## src/rtl/gpio_input_stage_if.sv

```systemverilog
// GPIO input stage bus: pad-side inputs, per-bit mode controls and sampled/status outputs.
// The register side holds the master modport; the input stage holds the slave modport.
interface gpio_input_stage_if #(
  parameter int WIDTH = 32
);
  logic [WIDTH-1:0] in_pad;
  logic             gpio_eclk;
  logic [WIDTH-1:0] eclk_en;
  logic [WIDTH-1:0] nec;
  logic [WIDTH-1:0] ptrig;
  logic [WIDTH-1:0] inte;
  logic             ie;
  logic [WIDTH-1:0] ints_clr;
  logic [WIDTH-1:0] rgpio_in;
  logic [WIDTH-1:0] rgpio_ints;
  logic             irq;

  modport master (
    output in_pad, gpio_eclk, eclk_en, nec, ptrig, inte, ie, ints_clr,
    input  rgpio_in, rgpio_ints, irq
  );

  modport slave (
    input  in_pad, gpio_eclk, eclk_en, nec, ptrig, inte, ie, ints_clr,
    output rgpio_in, rgpio_ints, irq
  );
endinterface

```

## src/rtl/gpio_input_stage.sv

```systemverilog
// Synchronises GPIO pads, samples per bit on pclk or an external clock edge, and latches edge interrupts.
// Latency: pad to rgpio_in is SYNC_STAGES+1 pclk edges; no backpressure, status is sticky until cleared.
module gpio_input_stage #(
  parameter int WIDTH       = 32,
  parameter int SYNC_STAGES = 2
) (
  input logic               pclk,
  input logic               presetn,
  gpio_input_stage_if.slave gpio
);

  localparam int ARM_MAX = SYNC_STAGES + 1;
  localparam int ARM_W   = $clog2(SYNC_STAGES + 2);

  logic [WIDTH-1:0]       pad_sync_q [SYNC_STAGES];
  logic [WIDTH-1:0]       pad_sync_d [SYNC_STAGES];
  logic [SYNC_STAGES-1:0] eclk_sync_q, eclk_sync_d;
  logic                   eclk_dly_q, eclk_dly_d;
  logic [ARM_W-1:0]       arm_cnt_q, arm_cnt_d;
  logic [WIDTH-1:0]       rgpio_in_q, rgpio_in_d;
  logic [WIDTH-1:0]       rgpio_ints_q, rgpio_ints_d;

  logic [WIDTH-1:0] sync_last;
  logic [WIDTH-1:0] load;
  logic [WIDTH-1:0] evt;
  logic             eclk_rise;
  logic             eclk_fall;
  logic             armed;

  always_comb begin
    pad_sync_d[0] = gpio.in_pad;
    for (int k = 1; k < SYNC_STAGES; k++) begin
      pad_sync_d[k] = pad_sync_q[k-1];
    end
    eclk_sync_d = {eclk_sync_q[SYNC_STAGES-2:0], gpio.gpio_eclk};
    eclk_dly_d  = eclk_sync_q[SYNC_STAGES-1];

    sync_last = pad_sync_q[SYNC_STAGES-1];
    eclk_rise = eclk_sync_q[SYNC_STAGES-1] & ~eclk_dly_q;
    eclk_fall = ~eclk_sync_q[SYNC_STAGES-1] & eclk_dly_q;

    // Masks events until the reset-zero contents have flushed out of the pipeline.
    armed     = (arm_cnt_q == ARM_W'(ARM_MAX));
    arm_cnt_d = armed ? arm_cnt_q : arm_cnt_q + ARM_W'(1);

    load = ~gpio.eclk_en
         | (gpio.nec & {WIDTH{eclk_fall}})
         | (~gpio.nec & {WIDTH{eclk_rise}});

    // Edge toward the ptrig polarity, seen only when the bit actually loads.
    evt = load & (sync_last ^ rgpio_in_q) & ~(sync_last ^ gpio.ptrig);

    rgpio_in_d   = (load & sync_last) | (~load & rgpio_in_q);
    rgpio_ints_d = (rgpio_ints_q & ~gpio.ints_clr)
                 | (evt & gpio.inte & {WIDTH{armed}});
  end

  always_ff @(posedge pclk or negedge presetn) begin
    if (!presetn) begin
      for (int k = 0; k < SYNC_STAGES; k++) begin
        pad_sync_q[k] <= '0;
      end
      eclk_sync_q  <= '0;
      eclk_dly_q   <= 1'b0;
      arm_cnt_q    <= '0;
      rgpio_in_q   <= '0;
      rgpio_ints_q <= '0;
    end else begin
      pad_sync_q   <= pad_sync_d;
      eclk_sync_q  <= eclk_sync_d;
      eclk_dly_q   <= eclk_dly_d;
      arm_cnt_q    <= arm_cnt_d;
      rgpio_in_q   <= rgpio_in_d;
      rgpio_ints_q <= rgpio_ints_d;
    end
  end

  assign gpio.rgpio_in   = rgpio_in_q;
  assign gpio.rgpio_ints = rgpio_ints_q;
  assign gpio.irq        = gpio.ie & (|rgpio_ints_q);

endmodule

```

## src/flat_wrapper.sv

```systemverilog
// flat-port wrapper written by rule: the top's interface ports become plain ports
module gpio_input_stage_flat 
#(
  parameter int WIDTH       = 32,
  parameter int SYNC_STAGES = 2
)
  (pclk, presetn, gpio_in_pad, gpio_gpio_eclk, gpio_eclk_en, gpio_nec, gpio_ptrig, gpio_inte, gpio_ie, gpio_ints_clr, gpio_rgpio_in, gpio_rgpio_ints, gpio_irq);
  gpio_input_stage_if #(.WIDTH(WIDTH)) gpio_i ();
  input logic pclk;
  input logic presetn;
  input wire logic [$bits(gpio_i.in_pad)-1:0] gpio_in_pad;
  input wire logic [$bits(gpio_i.gpio_eclk)-1:0] gpio_gpio_eclk;
  input wire logic [$bits(gpio_i.eclk_en)-1:0] gpio_eclk_en;
  input wire logic [$bits(gpio_i.nec)-1:0] gpio_nec;
  input wire logic [$bits(gpio_i.ptrig)-1:0] gpio_ptrig;
  input wire logic [$bits(gpio_i.inte)-1:0] gpio_inte;
  input wire logic [$bits(gpio_i.ie)-1:0] gpio_ie;
  input wire logic [$bits(gpio_i.ints_clr)-1:0] gpio_ints_clr;
  output wire logic [$bits(gpio_i.rgpio_in)-1:0] gpio_rgpio_in;
  output wire logic [$bits(gpio_i.rgpio_ints)-1:0] gpio_rgpio_ints;
  output wire logic [$bits(gpio_i.irq)-1:0] gpio_irq;
  assign gpio_i.in_pad = gpio_in_pad;
  assign gpio_i.gpio_eclk = gpio_gpio_eclk;
  assign gpio_i.eclk_en = gpio_eclk_en;
  assign gpio_i.nec = gpio_nec;
  assign gpio_i.ptrig = gpio_ptrig;
  assign gpio_i.inte = gpio_inte;
  assign gpio_i.ie = gpio_ie;
  assign gpio_i.ints_clr = gpio_ints_clr;
  assign gpio_rgpio_in = gpio_i.rgpio_in;
  assign gpio_rgpio_ints = gpio_i.rgpio_ints;
  assign gpio_irq = gpio_i.irq;
  gpio_input_stage #(.WIDTH(WIDTH), .SYNC_STAGES(SYNC_STAGES)) u_core (.pclk(pclk), .presetn(presetn), .gpio(gpio_i));
endmodule
```

## config.mk

```make
export PLATFORM = sky130hd
export DESIGN_NAME = gpio_input_stage_flat
export DESIGN_NICKNAME = d
export VERILOG_FILES = /design/src/rtl/gpio_input_stage_if.sv /design/src/rtl/gpio_input_stage.sv /design/src/flat_wrapper.sv
export SDC_FILE = /design/constraint.sdc
export NUM_CORES = 1
export LEC_CHECK = 0
export BUFFER_PORTS_ARGS = -buffer_cell sky130_fd_sc_hd__buf_2
export CORE_MARGIN = 3
export CORE_UTILIZATION = 43
export CTS_CLUSTER_SIZE = 25
export DETAILED_ROUTE_END_ITERATION = 8
export GPL_TIMING_DRIVEN = 0
export PLACE_DENSITY = 0.78
export SYNTH_ARGS = -nofsm -noshare
export SYNTH_HDL_FRONTEND = slang
export SYNTH_SLANG_ARGS = --single-unit
```

## constraint.sdc

```tcl
create_clock -name pclk -period 1.4 [get_ports pclk]
set_input_delay 0.14 -clock pclk [delete_from_list [all_inputs] [get_ports pclk]]
set_output_delay 0.14 -clock pclk [all_outputs]
set_load 0.05 [all_outputs]
```

* Yosys cells after proc, flatten, opt, wreduce, memory -nomap -nowiden
Cells that the tools add are included.
** Cells by class
- Add/subtract/negate cells :: 1
- Reductions and logical operators :: 1
- Bitwise gates (word level) :: 25
- Equal/unequal tests :: 1
** Operators with widths (number)
- $and 32x32->32 :: 9
- $not 32->32 :: 5
- $or 32x32->32 :: 4
- $xor 32x32->32 :: 2
- $reduce_or 32->1 :: 1
- $and 1x1->1 :: 3
- $add 2x1->2 const B :: 1
- $eq 2x2->1 const B :: 1
- $not 1->1 :: 2
** Word-level totals
- Flip-flop bits (word level) :: 133
- Output and inout bits :: 65

* Depth between registers and ports, before layout
- Word-level depth :: 10
- Mapped depth :: 5
- Depth with buffers taken out :: 3

* Worst setup path before layout
Ideal clock, no wire load.
- Kind :: register to output
- Start :: reg u_core.rgpio_ints_q[5], in the netlist u_core.gpio.rgpio_ints[5]
- End :: out gpio_irq
- Stages on the path, launching flop included :: 4
- Path slack :: -88 ps
- Required time :: 1260 ps
- Arrival time :: 1348 ps
- Path buffers :: 0
- Cell sequence :: dfrtp_1 > nor4_1 > nand4_1 > o21a_1
** Between the ends
- Cells in the longest elaborated chain, start to end :: 2
** RTL lines
- from (decl) :: line gpio_input_stage.sv:21 : logic [WIDTH-1:0] rgpio_ints_q, rgpio_ints_d;
- from (signal assigned) :: line gpio_input_stage.sv:74 : rgpio_ints_q <= rgpio_ints_d;
- $reduce_or 32->1 :: line gpio_input_stage.sv:80 : assign gpio.irq = gpio.ie & (|rgpio_ints_q);
- $and 1x1->1 :: line gpio_input_stage.sv:80
- to (decl) :: line flat_wrapper.sv:21 : output wire logic [$bits(gpio_i.irq)-1:0] gpio_irq;
No other way between the ends.

* Final worst setup path
- Start :: reg u_core.rgpio_ints_q[6], in the netlist u_core.gpio.rgpio_ints[6]
- End :: out gpio_irq
Same word-level chain as after synthesis.

==> results.md <==
Run status:
- The run finished, with violations left.
- The final reports fail on setup timing.

Timing:
- The worst clock skew is 0.00709 ns.
- The max-slew violation total from the final report is 0.
- Hold timing on the final database bottoms out at a slack of about 0.018 ns.
- The top achievable clock speed is between 500 and 600 MHz.
- Setup violations remaining at the end of the flow were counted as 32.
- The worst path in the final design needs a cycle of slightly below 2 ns, including I/O delays and setup.
- The final hold violation count came to 0.
- Setup repair after global routing could not meet its margin everywhere.
- The share of the clock period used by the worst path is 139%.
- The transition at the pin with the smallest max-transition slack is slightly above 0.5 ns.
- The final critical-path setup slack is -0.546 ns.
- The worst relative slew slack is 65.6%.

Synth:
- Counting flops with an async set or reset pin after synthesis yields a share of 100%.
- The sequential area share after synthesis is 57.4%.
- Synthesis produced around 420 cells.
- The post-synth net total is ~600.
- The total number of yosys warnings is 0.
- By count the netlist is led by dfrtp_1, nand3b_1, nand2b_1, nor2b_1, o21ai_0.
- After synthesis, the cell types taking the most area are dfrtp_1, nand3b_1, mux2_4, o211ai_2, a41o_2.
- Of all cell types, the one taking the most synthesized area is dfrtp_1.
- In this run the biggest area consumer among cell types represents 57.4% of the synthesized area.
- The most common cell in the synthesized netlist is dfrtp_1.
- The number of different library cells in the post-synthesis netlist is 23.
- Synthesis inferred around 130 register bits.
- Summing every instance area after synthesis gives slightly below 0.006 mm2.
- The number of enable flip-flop cells after synthesis is 0.
- In the synthesized netlist the dominant register cell turns out to be dfrtp_1.
- A synthesized cell averages about 14 um2.

Detailed routing:
- After detailed routing, the number of remaining DRC violations is 0.
- The number of detailed-route iterations in the first pass is 5.
- The post-detailed-route wirelength per cell is roughly 19 um.
- After detailed routing, the number of vias per cell comes to around 5.2.
- The post-detailed-route count of antenna-violating nets is 0.
- The via total after detailed routing is 4940.
- After detailed routing, the total wire length is ~18000 um.
- The detailed router finished its first iteration with roughly 220 violations.

Layout:
- The final layout net count is 960.
- The repair_antennas step left the layout with diodes totalling 0.
- The layout cell share with drive strength beyond 1 is a little under three fifths.
- The area added between synthesis and finish is 54.9%.
- The final non-filler cell total is roughly 950.

GRT:
- The initial antenna violation count is 0.
- The via count of the first global-routing pass is around 5400.
- The wire length of the first global-routing pass is about 27000 um.
- Global routing finished with a remaining overflow of 0.
- The maximum number of pins on one net before global-route repair is 104.
- The total routing resource utilization after global routing is 23.7%.

Placed design:
- Including well taps, the total number of placed cells is approximately 850.
- Routability-driven placement finished with a final weighted congestion of 0.870.
- After legalization and detailed placement, the total HPWL measured 12200 um.
- The number of input and output port buffers inserted is between 200 and 300.

Hold path:
- Along the worst hold path, the cell count comes to 2.
- The startpoint identified for the worst hold timing path is gpio_inte[19].
- The min-delay analysis places its worst path in the category primary input to register.
- The destination of the worst hold path is u_core.gpio.rgpio_ints[19].

Power and ir drop:
- The highest ir drop seen on vdd is roughly 800 uV.
- The leakage component of the power is between 0.004 and 0.005 uW.
- Dividing total power by cell area gives a power density of 1270 mW/mm2.
- The total power is about 11000 uW.

Worst setup path:
- The number of cells on the worst reg-to-reg path is 5.
- The data required time of the worst path is between 1 and 1.5 ns.
- The highest fanout seen on the critical path is 3.
- The worst register-to-register path begins at u_core.eclk_sync_q[1].
- Across all register-to-register paths, the minimum setup slack is -0.10 ns.
- The sort of element at the end of the critical path is an output pin.
- STA classifies the critical path startpoint as a register.
- The data arrival time of the critical path is between 1.5 and 2 ns.
- The critical path is of the register to output pin type.

Floorplan:
- The core box area is around 0.013 mm2.
- The floorplan step set the die height to roughly 120 um.
- The floorplan row count is a little over 40.
- For this design the top-level I/O count stands at approximately 260.
- The die outline width is 122 um.
- The die covers ~0.015 mm2.
- Once the floorplan was initialized, standard cells occupied around 45% of the core.

Clock network:
- The H-tree was split into 4 levels.
- The clock tree root driver cell is clkbuf_16.
- At the later pin of the worst-skew pair, clock insertion delay measures about 0.41 ns.
- The clock tree buffer depth is 2.
- The clock slew at the register clock pins of the worst setup and hold paths is approximately 0.06 ns.
- TritonCTS created 17 clock buffers.
- TritonCTS built the clock tree.
- The clock net in this run drives a total of 133 sinks.

Run:
- The number of maximum-capacitance violations is 0.
## cells by family (layout without fill, tap and decap cells)
group / after synthesis / after routing / synth area share [%]
and+or+nand+nor: 139 / 139 / 16.4
AOI/OAI and AO/OA: 97 / 97 / 15.8
buffers and inverters: 14 / 372 / 1.68
DFF: 133 / 133 / 57.4
adders and majority gates: 1 / 1 / 0.216
xor gates and xnor gates: 1 / 1 / 0.151
muxes: 33 / 33 / 8.35
## report_power, final
group	internal [uW]	total (uW)	switching (uW)
registers	4140	4380	246
logic	998	2310	1310
clock network	3170	4740	1570
total	8300	11400	3130
## how the worst max path moves through the flow
stage,startpoint,endpoint,depth (start not counted)
after floorplan,u_core.gpio.rgpio_ints[0],gpio_irq,3
after global placement,presetn,u_core.gpio.rgpio_ints[22],1
after detailed placement,u_core.gpio.rgpio_ints[30],gpio_irq,4
after CTS,u_core.gpio.rgpio_ints[29],gpio_irq,4
after global routing,u_core.gpio.rgpio_ints[30],gpio_irq,4
final,u_core.gpio.rgpio_ints[6],gpio_irq,4
## timing repair
| action | 4_1_cts | 5_1_grt |
|---|---|---|
| cloned | 4 | 1 |
| hold endpoints to repair | 85 | 1 |
| pin swaps | 32 | 18 |
| gates resized for setup | 34 | 19 |
| buffers inserted | 5 | 0 |
| hold buffers | 56 | 1 |
| setup endpoints to repair | 64 | 59 |
## placed cells by master (no fill, tap or decap), drive strengths merged
cell type and instances:
buf 279, dfrtp 133, nand3b 63, dlygate4sd3 57
nand2b 33, mux2 33, nor2b 32, a41o 32
o211ai 32, o21ai 31, clkbuf 28, nor4 8
bufinv 4, nand4 2, clkinv 2, clkinvlp 2
nand2 1, o22ai 1, o21a 1, xnor2 1
ha 1
## final cells by class
| cell class | count | area (um2) |
|---|---|---|
| Clock buffer | 24 | 492 |
| Fill cell | 903 | 3940 |
| Sequential cell | 133 | 3350 |
| Clock inverter | 8 | 145 |
| Tap cell | 172 | 215 |
| Buffer | 12 | 159 |
| Multi-Input combinational cell | 271 | 2520 |
| Timing Repair Buffer | 328 | 2100 |
## routing by layer
metal  wire (um)  vias to the layer above  track usage, %
li1            -                     2282               -
met1        6890                     2439            27.1
met3        1180                       19            6.73
met2        9420                      200            42.4
met5           0                        -               0
met4         191                        0            8.40
## through the flow
step	TNS, ns	worst slack [ns]	util, %	area (um2)
after floorplan	0	0.00176	-	5820
after global placement	-219.32	-1.79	56.8	7340
after detailed placement	-11.58	-0.540	57.0	7370
after CTS	-2.21	-0.631	68.5	8850
after global routing	-4.14	-0.624	69.5	8990
final	-2.36	-0.546	69.5	8990
## worst max-delay path, stage by stage (launching register included)
cell and delay, ns:
dfrtp_2 0.42, nor4_2 0.39, nand4_1 0.19, o21a_2 0.25, buf_6 0.15
Power figures use the tool's default switching activity.
